### config.mk
export PLATFORM = sky130hd
export DESIGN_NAME = output_signature_compactor
export DESIGN_NICKNAME = d
export VERILOG_FILES = /design/src/rtl/output_signature_compactor.sv
export SDC_FILE = /design/constraint.sdc
export NUM_CORES = 1
export LEC_CHECK = 0
export BUFFER_PORTS_ARGS = -buffer_cell sky130_fd_sc_hd__buf_2
export CAP_MARGIN = 20
export CELL_PAD_IN_SITES_DETAIL_PLACEMENT = 1
export CELL_PAD_IN_SITES_GLOBAL_PLACEMENT = 1
export CORE_ASPECT_RATIO = 0.9
export CORE_UTILIZATION = 41
export DETAILED_ROUTE_END_ITERATION = 16
export GPL_TIMING_DRIVEN = 1
export PLACE_DENSITY_LB_ADDON = 0.15
export SLEW_MARGIN = 40
export SYNTH_ARGS = -nofsm -noshare
export SYNTH_HDL_FRONTEND = slang
export SYNTH_SLANG_ARGS = --single-unit
### constraint.sdc
create_clock -name clk_i -period 7.2 [get_ports clk_i]
set_input_delay 1.44 -clock clk_i [delete_from_list [all_inputs] [get_ports clk_i]]
set_output_delay 1.44 -clock clk_i [all_outputs]
set_load 0.01 [all_outputs]
### src/rtl/output_signature_compactor.sv
// output_signature_compactor: MISR compaction of a wide DUT output bus with a warm-up/compact/done sequencer
module output_signature_compactor #(
    parameter int                   WIDTH     = 64,
    parameter int                   SIG_WIDTH = 32,
    parameter logic [SIG_WIDTH-1:0] POLY      = 32'h04C11DB7,
    parameter logic [SIG_WIDTH-1:0] SEED      = 32'hFFFFFFFF,
    parameter int                   WARMUP    = 16,
    parameter int                   SAMPLES   = 1024,
    parameter logic [SIG_WIDTH-1:0] GOLDEN    = 32'h00000000,
    localparam int                  CW        = $clog2(SAMPLES + 1)
) (
    input  logic                 clk_i,
    input  logic                 rst_ni,
    input  logic                 start_i,
    input  logic                 clear_i,
    input  logic [WIDTH-1:0]     data_in_i,
    input  logic                 data_valid_i,
    output logic [SIG_WIDTH-1:0] signature_o,
    output logic [CW-1:0]        sample_count_o,
    output logic                 busy_o,
    output logic                 done_o,
    output logic                 pass_o
);
    localparam int             WW    = (WARMUP > 0) ? $clog2(WARMUP + 1) : 1;
    localparam logic [CW-1:0]  LAST  = CW'(SAMPLES);
    localparam logic [WW-1:0]  WLAST = WW'((WARMUP > 0) ? WARMUP - 1 : 0);

    typedef enum logic [1:0] {S_IDLE, S_WARM, S_COMPACT, S_DONE} state_t;

    state_t               state_q, state_d;
    logic [SIG_WIDTH-1:0] sig_q, sig_d, fold, step;
    logic [CW-1:0]        cnt_q, cnt_d;
    logic [WW-1:0]        wcnt_q, wcnt_d;
    logic                 busy_q, busy_d, done_q, done_d, pass_q, pass_d;

    // XOR-fold the bus into one signature-wide word and form the next MISR value
    always_comb begin
        fold = '0;
        for (int i = 0; i < WIDTH / SIG_WIDTH; i++) fold = fold ^ data_in_i[i*SIG_WIDTH +: SIG_WIDTH];
        step = {sig_q[SIG_WIDTH-2:0], 1'b0} ^ (sig_q[SIG_WIDTH-1] ? POLY : '0) ^ fold;
    end

    // Sequencer next state; clear overrides everything, start only acts from IDLE or DONE
    always_comb begin
        state_d = state_q;
        sig_d   = sig_q;
        cnt_d   = cnt_q;
        wcnt_d  = wcnt_q;
        if (clear_i) begin
            state_d = S_IDLE;
            sig_d   = SEED;
            cnt_d   = '0;
            wcnt_d  = '0;
        end else begin
            case (state_q)
                S_IDLE, S_DONE: if (start_i) begin
                    state_d = (WARMUP > 0) ? S_WARM : S_COMPACT;
                    sig_d   = SEED;
                    cnt_d   = '0;
                    wcnt_d  = '0;
                end
                S_WARM: if (wcnt_q == WLAST) state_d = S_COMPACT;
                        else wcnt_d = wcnt_q + WW'(1);
                S_COMPACT: if (data_valid_i) begin
                    sig_d   = step;
                    cnt_d   = cnt_q + CW'(1);
                    state_d = (cnt_q + CW'(1) == LAST) ? S_DONE : S_COMPACT;
                end
                default: state_d = S_IDLE;
            endcase
        end
        busy_d = (state_d == S_WARM) || (state_d == S_COMPACT);
        done_d = state_d == S_DONE;
        pass_d = done_d && (sig_d == GOLDEN);
    end

    // State and registered outputs, async active-low reset to the seed
    always_ff @(posedge clk_i or negedge rst_ni) begin
        if (!rst_ni) begin
            state_q <= S_IDLE;
            sig_q   <= SEED;
            cnt_q   <= '0;
            wcnt_q  <= '0;
            busy_q  <= 1'b0;
            done_q  <= 1'b0;
            pass_q  <= 1'b0;
        end else begin
            state_q <= state_d;
            sig_q   <= sig_d;
            cnt_q   <= cnt_d;
            wcnt_q  <= wcnt_d;
            busy_q  <= busy_d;
            done_q  <= done_d;
            pass_q  <= pass_d;
        end
    end

    assign signature_o    = sig_q;
    assign sample_count_o = cnt_q;
    assign busy_o         = busy_q;
    assign done_o         = done_q;
    assign pass_o         = pass_q;
endmodule

Word level (Yosys, flattened, before mapping)
Index checks and enable logic that the tools add are counted.
{"block": "op_classes", "add_sub_neg": 2, "n_eq_ne": 11, "n_mux": 19, "bitwise_logic": 3, "n_reduce_logical": 9}
{"op": "32-bit two-way mux", "count": 3}
{"op": "32-bit case mux with 2 select lines", "count": 1}
{"op": "32-bit bitwise XOR", "count": 2}
{"op": "11-bit two-way mux", "count": 3}
{"op": "32-bit zero test", "count": 1}
{"op": "32-bit by 27-bit bitwise XOR with 32-bit output", "count": 1}
{"op": "27-bit two-way mux", "count": 1}
{"op": "11-bit case mux with 2 select lines", "count": 1}
{"op": "5-bit two-way mux", "count": 3}
{"op": "11-bit by 1-bit adder with 11-bit output, second input constant", "count": 1}
{"op": "11-bit equality test, second input constant", "count": 1}
{"op": "5-bit case mux with 2 select lines", "count": 1}
{"op": "3-bit != test, second input constant", "count": 3}
{"op": "2-bit equality test, second input constant", "count": 4}
{"op": "2-bit two-way mux", "count": 4}
{"op": "2-bit case mux with 3 select lines", "count": 1}
{"op": "3-bit AND reduction", "count": 2}
{"op": "3-bit nonzero test", "count": 2}
{"op": "5-bit by 1-bit adder with 5-bit output, second input constant", "count": 1}
{"op": "5-bit by 4-bit equality test with 1-bit output, second input constant", "count": 1}
{"op": "2-bit by 1-bit equality test with 1-bit output, second input constant", "count": 2}
{"op": "2-bit zero test", "count": 1}
{"op": "2-bit OR reduction", "count": 1}
{"op": "1-bit logical AND", "count": 1}
{"op": "other kinds (2)", "count": 2}
{"block": "word_totals", "register_bits": 53, "in_bits": 69, "out_inout_bits": 46, "wordCells": 51}

Longest topological paths before layout
Gate-level depths: netlist of the first run.
{"block": "depth", "word_depth": 8, "depth_mapped": 13, "ltp_nobuf": 13}

Least setup slack after synthesis of the first run
OpenSTA, ideal clock, no wires.
{"block": "synth_timing", "path_kind": "input to register", "startpoint": "input port data_valid_i", "endpoint": "register pass_q (netlist: pass_o)", "setup_ns": 0.068, "t_arrival_ns": 3.718, "required_time_ns": 7.132, "slack_ns": 3.414, "stages": 12, "n_path_buf": 3, "cell_sequence": "buf_2 > buf_1 > buf_1 > nand4_1 > o32ai_1 > a211oi_1 > nor2_1 > ha_1 > nand2_1 > or4_1 > nor3_1 > and4bb_1"}
{"block": "synth_via", "elab_chain_len": 5, "elab_cells_between_ends": 9, "cone_classes": "eq/ne: 1; mux: 6; reduce/logical: 2"}
{"element": "start: declaration", "line": "17", "source": "input logic data_valid_i,"}
{"element": "2-bit two-way mux", "line": "64", "source": "S_COMPACT: if (data_valid_i) begin"}
{"element": "2-bit case mux with 3 select lines", "line": "55", "source": "case (state_q)"}
{"element": "2-bit two-way mux", "line": "49", "source": "if (clear_i) begin"}
{"element": "via state_d[0]", "line": "30", "source": "state_t state_q, state_d;"}
{"element": "2-bit equality test", "line": "73", "source": "done_d = state_d == S_DONE;"}
{"element": "via done_d", "line": "34", "source": "logic busy_q, busy_d, done_q, done_d, pass_q, pass_d;"}
{"element": "1-bit logical AND", "line": "74", "source": "pass_d = done_d && (sig_d == GOLDEN);"}
{"element": "via pass_d", "line": "34"}
{"element": "end signal: assignment", "line": "94", "source": "pass_q <= pass_d;"}
{"element": "end: declaration", "line": "34"}
The timed path passes the listed nets, and every way through them passes these cells.
A chain may end at the register's enable or synchronous reset.

Final worst setup path of the first run
Same ends and word-level chain as after synthesis.

==> results of run 1 <==
[layer usage]
metal / up-vias / global-route usage / wire (um)
li1: 1733 / - / -
met1: 1822 / 0.366 / 5440
met2: 121 / 0.400 / 5450
met3: 10 / 0.0336 / 618
met4: 0 / 0.0646 / 140
met5: - / 0 / 0
[cell usage in the layout (no fill, tap or decap), types with 3 or more instances in the layout]
cell	Yosys	layout
ha_1	8	7
dfrtp_1	21	21
a21oi_1	25	24
nor2b_1	3	3
nand4_1	5	5
nor2_1	34	33
a21o_1	4	4
dfstp_2	32	32
a32oi_1	11	11
or3b_2	4	4
xor2_1	13	13
o31ai_1	8	8
inv_1	9	9
clkbuf_8	0	6
buf_2	5	114
a31oi_1	4	3
nand2_1	50	50
o211ai_1	4	4
and3_1	3	3
xnor2_1	62	62
o21ai_0	52	52
and2b_1	3	3
o22ai_1	3	3
nand2b_1	5	5
nor3_1	5	5
nor4_1	5	4
nand3_1	8	8
[synth_stat cells, types with 2 or more instances]
master / number / area share
o21ai_0: 52 / 0.069
nor2_1: 34 / 0.034
o211ai_1: 4 / 0.0080
or3_1: 2 / 0.0033
buf_6: 2 / 0.0060
a21o_1: 4 / 0.0080
nor4_1: 5 / 0.0083
xor2_1: 13 / 0.030
or4b_2: 2 / 0.0053
dfrtp_1: 21 / 0.14
buf_1: 4 / 0.0040
nor2b_1: 3 / 0.0050
inv_1: 9 / 0.0089
dfstp_2: 32 / 0.22
o31ai_1: 8 / 0.016
o32ai_1: 2 / 0.0046
nand3_1: 8 / 0.011
xnor3_1: 2 / 0.012
o22ai_1: 3 / 0.0050
a31oi_1: 4 / 0.0066
or3b_2: 4 / 0.0093
nand2b_1: 5 / 0.0083
o41ai_1: 2 / 0.0046
a211oi_1: 2 / 0.0040
a21oi_1: 25 / 0.033
or4_1: 2 / 0.0040
o221ai_1: 2 / 0.0046
nand2_1: 50 / 0.050
xnor2_1: 62 / 0.14
nand4_1: 5 / 0.0083
ha_1: 8 / 0.027
a32oi_1: 11 / 0.026
buf_2: 5 / 0.0066
and2b_1: 3 / 0.0060
clkbuf_1: 17 / 0.017
nor3_1: 5 / 0.0066
and3_1: 3 / 0.0050
[critical path, cell delays in order]
cell and delay [ns]:
buf_2 0.57, nand4_1 0.17, o32ai_1 0.26, a211oi_1 0.11
nor2_1 0.15, ha_1 0.20, nand2_1 0.05, or4_1 0.49
nor3_1 0.28, and4bb_1 0.24
[sequential cells by signal (all words and copies together), names as in the netlist]
name	count
signature_o	32
wcnt_q	5
busy_o	1
state_q	2
pass_o	1
sample_count_o	11
done_o	1
[metrics by stage]
stage	setup WS (ns)	area, um^2	cells
2_1_floorplan	3.41	3770	438
3_3_place_gp	3.29	4380	644
3_5_place_dp	3.12	4380	644
4_1_cts	3.48	4470	652
5_1_grt	3.21	4490	653
6_report	3.46	4490	653
[cell families after synthesis]
kind of cell | after synthesis
and+or+nand+nor | 137
AOI/OAI and AO/OA | 125
xor gates and xnor gates | 77
DFF | 53
buffers and inverters | 37
adders and majority gates | 8
muxes | 1
[cell type report]
| cell class | count | area, um^2 | area share |
|---|---|---|---|
| well taps | 119 | 149 | 0.0331 |
| repair buffers | 116 | 586 | 0.130 |
| multi-input cells | 348 | 2270 | 0.505 |
| clock buffers | 8 | 90.1 | 0.0200 |
| flip-flops and latches | 53 | 1370 | 0.304 |
| inverters | 9 | 33.8 | 0.00752 |
[where the power goes]
part	internal [mW]	total [mW]	leakage, nW	switching, mW
logic	0.119	0.268	1.27	0.149
registers	0.341	0.379	0.628	0.0379
clock network	0.0789	0.183	0.0455	0.104
[worst paths after layout]
kind / to / slack [ns] / cells after the start
max: pass_o$_DFF_PN0_ / 3.46 / 10
min: wcnt_q[4]$_DFFE_PN0P_ / 0.49 / 2
max reg2reg: pass_o$_DFF_PN0_ / 3.53 / 13
min reg2reg: wcnt_q[4]$_DFFE_PN0P_ / 0.49 / 2
max in group asynchronous: wcnt_q[4]$_DFFE_PN0P_ / 5.46 / 2
min in group asynchronous: sample_count_o[3]$_DFFE_PN0P_ / 1.23 / 2
==> impl_metrics.toml, run 1 <==
[clocking]
cts.path.max_buffers = 2
cts_max_level = 2
worstSkewPairLatency_ns = 0.32
cts_buffers = 5
clk_pin_slew_ns = 0.10
postCtsSetupRepairBufs = 0
cts_hold_buf = 0
cts.sink_count = 53
root_buffer = "clkbuf_8"
cts_resized = 0
cts_tree = "built"

[global_route]
grt_pass1_wl_um = 18700
grt_usage = 0.254
antenna_found_initial = 0
first_global_vias = 3676
grt_overflow = 0
grt_start_max_net_pins = 54

[layout]
syn_to_final_growth_pct = 19.1
fin_util = 0.513
layout-drive-gt1-share = 0.313
final_nets = 610
antennaDiodeCount = 0
fillers = 1060

[worst_setup_path]
start_kind = "input port"
endpoint_kind = "flop"
critPathRequiredTime_ns = 7.46
crit_start = "data_valid_i"
cp_max_fo = 42
cp.arrival_ns = 4.00
r2r_start = "sample_count_o[0]$_DFFE_PN0P_"
critPathKind = "in -> reg"

[floorplanning]
start_util = 0.431
coreArea_mm2 = 0.00877
num_rows = 32
die_area_mm2 = 0.00960
die_w_um = 103
pin_count = 115
fp.dieH_um = 93.0

[routing]
wirelength_um = 11700
viasPerCell = 5.64
drt-initial-drc-count = 142
detail_route.drc_violations = 0
ant_nets = 0
first_pass_iters = 4
vias = 3686
wl_per_cell_um = 17.8

[timing]
final-hold-violation-count = 0
tns_ns = 0
worst_pin_slew_ns = 0.779
slew_headroom = 0.480
maxSlewViolCount = 0
fin_crit_ns = 3.74
finalCritPeriodShare = 0.519
fmax_mhz = 268
holdWs_ns = 0.485
setup_viol = 0
finalClockSkew_ns = 0.0114
rsz0062_at_grt = "no"

[power_and_ir_drop]
power.leakage_nw = 1.94
power_density_mw_per_mm2 = 185
ir_drop_uv = 85.2
power_mw = 0.830

[min_path]
hp-class = "reg -> reg"
hp-start = "wcnt_q[4]$_DFFE_PN0P_"

[place]
hpwl_um = 8290
port_buffers = 114
place_congestion = 0.793

[synthesis]
netlist_instances = 438
synth_cell_type_count = 50
synth_seq_cells = 53
synth_top_family_by_area = "compound AO/OA/AOI/OAI gates"
synth-warning-count = 0
synthesis.nets = 515
seq_area_frac_synth = 0.362
syn_area_per_cell_um2 = 8.62
synth_edf_count = 0
netlist_area_mm2 = 0.00377
synth_xor_area_frac = 0.186
synth_simple_gate_area_frac = 0.177
synth_mux_area_frac = 0.00265
synthAdderAreaFrac = 0.0265
synth_ff_type = "dfstp_2"
synth-async-reset-ratio = 1.00
synth_compound_area_frac = 0.204

[run]
cap_violations = 0

[outcome]
status = "finished, final reports clean"
Power figures use the tool's default switching activity.
==> inputs of run 2 (changes only) <==
--- a/config.mk
+++ b/config.mk
@@ -5,12 +5,13 @@
 export SDC_FILE = /design/constraint.sdc
 export NUM_CORES = 1
 export LEC_CHECK = 0
+export ABC_AREA = 1
 export BUFFER_PORTS_ARGS = -buffer_cell sky130_fd_sc_hd__buf_2
 export CAP_MARGIN = 20
 export CELL_PAD_IN_SITES_DETAIL_PLACEMENT = 1
 export CELL_PAD_IN_SITES_GLOBAL_PLACEMENT = 1
 export CORE_ASPECT_RATIO = 0.9
-export CORE_UTILIZATION = 41
+export CORE_UTILIZATION = 37
 export DETAILED_ROUTE_END_ITERATION = 16
 export GPL_TIMING_DRIVEN = 1
 export PLACE_DENSITY_LB_ADDON = 0.15
==> constraint.sdc (replaced) <==
create_clock -name clk_i -period 3.8 [get_ports clk_i]
set_input_delay 0.76 -clock clk_i [delete_from_list [all_inputs] [get_ports clk_i]]
set_output_delay 0.76 -clock clk_i [all_outputs]
set_load 0.01 [all_outputs]
==> run 2 against run 1 <==
Via count is 40% higher. Largest cell class unchanged. Synthesized area is 24% higher. Clock skew is 0.0019 ns lower. Non-clock buffer count is 4 higher. Register-to-register slack worse by 2.4 ns.
==> impl_metrics.toml, run 2 <==
[layout]
multi_input_area_mm2 = 0.00270
final_common_cell = "nand2_1"
ff_latch_area_mm2 = 0.00137
fillers = 1718
largest_reg_flops = 32
final_nets = 961
antennaDiodeCount = 0
layout-drive-gt1-share = 0.198
layout_common_cells = "338 x nand2_1, 121 x inv_1, 113 x buf_2"
syn_to_final_growth_pct = 17.2

[worst_setup_path]
endpoint_kind = "flop"
worstPathCellList = "ha_1 > nand2_1 > nor2_2 > nand3_1 > xor2_1 > nand2_1 > nor2_1 > nand3_1 > nand2_1 > nand2_1 > a21oi_1 > ha_1 > nand2_1 > nor3_2 > nand2_1 > nor2_1"
cp_max_fo = 9
start_kind = "flop"
critPathTopFamily = "simple AND/OR/NAND/NOR gates"
cp.arrival_ns = 2.86
cp.depth = 16
worst_r2r_path_depth = 16
critPathRequiredTime_ns = 4.03
critPathMostFrequentCell = "nand2_1"
critPathSlowestCell = "dfrtp_1"
crit_path_max_incr_delay_ns = 0.51
critPathKind = "reg -> reg"
critPathBufInv = 0

[clocking]
root_buffer = "clkbuf_16"
cts_buffers = 5
worstSkewPairLatency_ns = 0.30
postCtsSetupRepairBufs = 0
cts_max_level = 2
cts.sink_count = 53
cts_hold_buf = 0
clk_pin_slew_ns = 0.08
cts_resized = 0
cts_tree = "built"
cts.path.max_buffers = 2

[synthesis]
synth_seq_cells = 53
netlist_instances = 784
synth-async-reset-ratio = 1.00
ys_top_cells_by_area = "nand2_1 27%, dfstp_2 18%, dfrtp_1 11%"
post-synth-top-count-cell = "nand2_1"
synth_cell_type_count = 33
synth_ff_type = "dfstp_2"
synth_edf_count = 0
synth_common_cells = "338 x nand2_1, 121 x inv_1, 68 x a21oi_1, 45 x nand3_1, 32 x dfstp_2"
seq_area_frac_synth = 0.291
synth_top_area_frac = 0.270
synth-warning-count = 0
netlist_area_mm2 = 0.00469
synthesis.nets = 861
yosys.area.top_type = "nand2_1"
syn_area_per_cell_um2 = 5.99

[timing]
final-hold-violation-count = 0
setup_slack_ns = 1.17
worst_pin_slew_ns = 0.684
rsz0062_at_grt = "no"
finalCritPeriodShare = 0.693
slew_headroom = 0.544
finalClockSkew_ns = 0.00953
fmax_mhz = 380
fin_crit_ns = 2.63
setup_viol = 0
maxSlewViolCount = 0
tns_ns = 0

[floorplanning]
coreArea_mm2 = 0.0122
num_rows = 38
pin_count = 115
die_w_um = 121
die_area_mm2 = 0.0131
start_util = 0.384
fp.dieH_um = 109

[power_and_ir_drop]
power_mw = 3.36
ir_drop_uv = 306
power.leakage_nw = 2.96
power_density_mw_per_mm2 = 610

[routing]
wirelength_um = 14700
ant_nets = 0
viasPerCell = 4.96
vias = 5178
detail_route.drc_violations = 0
drt-initial-drc-count = 167
wl_per_cell_um = 14.1
first_pass_iters = 4

[place]
place_worst_setup_slack_ns = 1.16
place_congestion = 0.802
hpwl_um = 11100
port_buffers = 114

[global_route]
grt_usage = 0.234
grt_overflow = 0
antenna_found_initial = 0
grt_start_max_net_pins = 36
grt_pass1_wl_um = 24700
first_global_vias = 5310

[run]
cap_violations = 0

[min_path]
hp-class = "in -> async"

[outcome]
status = "finished, final reports clean"
## run 2: changes by cell type after synthesis, sizes merged, moves of 6 or more
cell and change:
nand3 +37, nand2 +288, inv +116, a32oi -11, o31ai -7, xnor2 -47
buf +11, clkbuf -12, o21ai -33, a21oi +46, xor2 +6
## run 2: worst paths after layout
kind / start / endpoint / slack (ns)
setup / recovery: sample_count_o[0]$_DFFE_PN0P_ / pass_o$_DFF_PN0_ / 1.17
hold / removal: rst_ni / sample_count_o[2]$_DFFE_PN0P_ / 0.40
setup reg to reg: sample_count_o[0]$_DFFE_PN0P_ / pass_o$_DFF_PN0_ / 1.17
hold reg to reg: wcnt_q[0]$_DFFE_PN0P_ / wcnt_q[0]$_DFFE_PN0P_ / 0.54
max in group asynchronous: rst_ni / signature_o[11]$_DFF_PN1_ / 2.65
min in group clk_i: wcnt_q[0]$_DFFE_PN0P_ / wcnt_q[0]$_DFFE_PN0P_ / 0.54
## run 2: cells by family (layout without fill, tap and decap cells)
logic type,Yosys count,count (layout),share of synthesized area
and+or+nand+nor,433,433,0.370
buffers and inverters,154,255,0.134
AOI/OAI and AO/OA,101,101,0.116
DFF,53,53,0.291
xor gates and xnor gates,34,34,0.0651
adders and majority gates,8,8,0.0213
muxes,1,1,0.00213
## run 2: stage by stage
stage,utilization,hold WS [ns],std cells,area (um^2)
4_1_cts,0.450,0.420,1045,5500
6_report,0.450,0.396,1045,5500
5_1_grt,0.450,0.422,1045,5500
3_5_place_dp,0.438,0.527,1037,5360
2_1_floorplan,-,0.464,784,4690
3_3_place_gp,0.438,0.505,1037,5360
## run 2: final cells by class
class | instances | area share
clock buffer | 6 | 0.0234
timing repair buffer | 120 | 0.112
clock inverter | 2 | 0.00296
tap | 160 | 0.0364
multi-input combinational | 577 | 0.490
sequential | 53 | 0.248
inverter | 127 | 0.0866
## run 2: per-layer routing
layer	up-vias	global-route usage	routed length, um
li1	2598	-	-
met1	2465	0.285	6600
met2	98	0.439	7440
met3	17	0.0319	548
met4	0	0.0494	146
met5	-	0	0
## run 2: worst reg2reg max path: stages, from the launching register on
cell,delay [ns]
dfrtp_1,0.51
ha_1,0.30
nand2_1,0.10
nor2_2,0.19
nand3_1,0.11
xor2_1,0.20
nand2_1,0.07
nor2_1,0.10
nand3_1,0.08
nand2_1,0.06
nand2_1,0.05
a21oi_1,0.17
ha_1,0.21
nand2_1,0.07
nor3_2,0.16
nand2_1,0.07
nor2_1,0.09
## run 2: report_power, final
| part | switching, mW | internal [mW] |
|---|---|---|
| clock network | 0.223 | 0.247 |
| logic | 1.23 | 0.619 |
| registers | 0.202 | 0.838 |
| total | 1.65 | 1.70 |
==> inputs of run 3 (changes only) <==
--- a/config.mk
+++ b/config.mk
@@ -5,13 +5,13 @@
 export SDC_FILE = /design/constraint.sdc
 export NUM_CORES = 1
 export LEC_CHECK = 0
-export ABC_AREA = 1
+export ABC_AREA = 0
 export BUFFER_PORTS_ARGS = -buffer_cell sky130_fd_sc_hd__buf_2
 export CAP_MARGIN = 20
 export CELL_PAD_IN_SITES_DETAIL_PLACEMENT = 1
 export CELL_PAD_IN_SITES_GLOBAL_PLACEMENT = 1
 export CORE_ASPECT_RATIO = 0.9
-export CORE_UTILIZATION = 37
+export CORE_UTILIZATION = 38
 export DETAILED_ROUTE_END_ITERATION = 16
 export GPL_TIMING_DRIVEN = 1
 export PLACE_DENSITY_LB_ADDON = 0.15
==> constraint.sdc (replaced) <==
create_clock -name clk_i -period 2.7 [get_ports clk_i]
set_input_delay 0.54 -clock clk_i [delete_from_list [all_inputs] [get_ports clk_i]]
set_output_delay 0.54 -clock clk_i [all_outputs]
set_load 0.01 [all_outputs]
==> run 3 against run 2 <==
The run now ends with negative setup slack left. Register-to-register slack got worse by 1.5 ns. First-iteration DRC count shrank 13%. Combinational power shrank 57%. Clock-buffer cell count did not move. Design area fell by 9.0%. Utilization is 6.8 points higher. Die area fell by 21%. Non-clock buffer count up 55. Sequential share of layout area increased by 2.5 points. Maximum frequency is 13% lower. Sequential power about the same. Critical path type unchanged. Largest cell class unchanged. Largest power group is now registers. Highest routed layer unchanged.
==> impl_metrics.toml, run 3 (same netlist as run 1, synthesis figures left out) <==
[power_and_ir_drop]
power_density_mw_per_mm2 = 469
ir_drop_uv = 197
power.leakage_nw = 2.23

[clocking]
clk_pin_slew_ns = 0.10
worstSkewPairLatency_ns = 0.31
cts_buffers = 5
cts_tree = "built"
cts_hold_buf = 0
cts.sink_count = 53
cts.path.max_buffers = 2
root_buffer = "clkbuf_8"
cts_max_level = 2

[layout]
layout-drive-gt1-share = 0.398
antennaDiodeCount = 0
fin_cells = 719
syn_to_final_growth_pct = 32.7
largest_reg_flops = 32
final_common_cell = "buf_2"
layout_common_cells = "113 x buf_2, 62 x xnor2_1, 62 x buf_4"
final_nets = 669
fin_util = 0.519

[place]
hpwl_um = 9430
place_congestion = 0.884
port_buffers = 114
place_inst = 698

[timing]
fmax_mhz = 331
finalCritPeriodShare = 1.12
setup_slack_ns = -0.317
worst_pin_slew_ns = 0.469
finalClockSkew_ns = 0.00944
maxSlewViolCount = 0
fin_crit_ns = 3.02
rsz0062_at_grt = "yes"
setup_viol = 1
slew_headroom = 0.687
final-hold-violation-count = 0

[worst_setup_path]
cp.arrival_ns = 3.26
critPathKind = "reg -> reg"
rrSetupSlack_ns = -0.32
critPathRequiredTime_ns = 2.95
start_kind = "flop"
endpoint_kind = "flop"
cp_max_fo = 4

[global_route]
grt_overflow = 0
grt_usage = 0.248
first_global_vias = 3990
grt_pass1_wl_um = 19800
antenna_found_initial = 0
grt_start_max_net_pins = 36

[routing]
wirelength_um = 12700
wl_per_cell_um = 17.6
first_pass_iters = 4
drt-initial-drc-count = 146
vias = 3916
viasPerCell = 5.45
detail_route.drc_violations = 0
ant_nets = 0

[outcome]
status = "finished with violations"
violations = "negative setup slack"

[floorplanning]
num_rows = 34
coreArea_mm2 = 0.00966
fp.dieH_um = 96.6
die_area_mm2 = 0.0103
pin_count = 115
die_w_um = 107
start_util = 0.391

[run]
cap_violations = 0

[min_path]
hp-class = "in -> async"
[run 3: timing repair]
action                                  in CTS  in global routing
gates resized for setup                      8                  5
endpoints found under the setup margin       1                  3
cloned                                       0                  0
setup buffers                               13                  4
pin swaps                                    9                  8
[run 3: area by class of cell]
class | instances | area [um^2]
fill | 1219 | 4650
timing repair buffer | 175 | 1030
tap | 126 | 158
multi-input combinational | 348 | 2310
inverter | 9 | 33.8
sequential | 53 | 1370
clock buffer | 6 | 72.6
clock inverter | 2 | 33.8
[run 3: final timing paths]
kind | start | end | depth (start not counted)
setup reg to reg | sample_count_o[0]$_DFFE_PN0P_ | pass_o$_DFF_PN0_ | 14
hold reg to reg | wcnt_q[4]$_DFFE_PN0P_ | wcnt_q[4]$_DFFE_PN0P_ | 2
hold / removal | rst_ni | sample_count_o[5]$_DFFE_PN0P_ | 1
max in group asynchronous | rst_ni | signature_o[13]$_DFF_PN1_ | 2
setup / recovery | sample_count_o[0]$_DFFE_PN0P_ | pass_o$_DFF_PN0_ | 14
min in group clk_i | wcnt_q[4]$_DFFE_PN0P_ | wcnt_q[4]$_DFFE_PN0P_ | 2
[run 3: metrics by stage]
step	setup TNS (ns)	total power, mW	setup WS (ns)	area (um^2)	hold WS, ns
after floorplan	-0.0926	1.47	-0.0926	3790	0.244
after CTS	-0.278	2.36	-0.167	4980	0.337
after global placement	-0.109	1.78	-0.109	4750	0.461
final	-0.317	2.35	-0.317	5010	0.171
after detailed placement	-0.279	1.81	-0.279	4750	0.475
after global routing	-0.479	2.49	-0.479	5010	0.191
[run 3: worst max-delay path: stages (launching register included)]
cell	delay, ns
dfrtp_2	0.40
ha_4	0.16
and4_4	0.20
nand4_1	0.13
buf_4	0.18
xor2_2	0.12
nand4_1	0.14
o32ai_2	0.32
a211oi_2	0.12
nor2_1	0.18
ha_2	0.22
nand2_2	0.04
or4_4	0.43
nor3_2	0.11
and4bb_1	0.22
[run 3: layer usage]
layer | global-route usage | vias up | share of wire
li1 | - | 1843 | -
met1 | 0.331 | 1907 | 0.46
met2 | 0.414 | 143 | 0.46
met3 | 0.0329 | 23 | 0.058
met4 | 0.0913 | 0 | 0.022
met5 | 0 | - | 0
[run 3: where the power goes]
part / internal (mW) / total [mW] / leakage [nW] / switching (mW)
sequential: 0.909 / 1.01 / 0.625 / 0.0983
clock: 0.274 / 0.541 / 0.0528 / 0.267
combinational: 0.378 / 0.799 / 1.55 / 0.421
total: 1.56 / 2.35 / 2.23 / 0.786
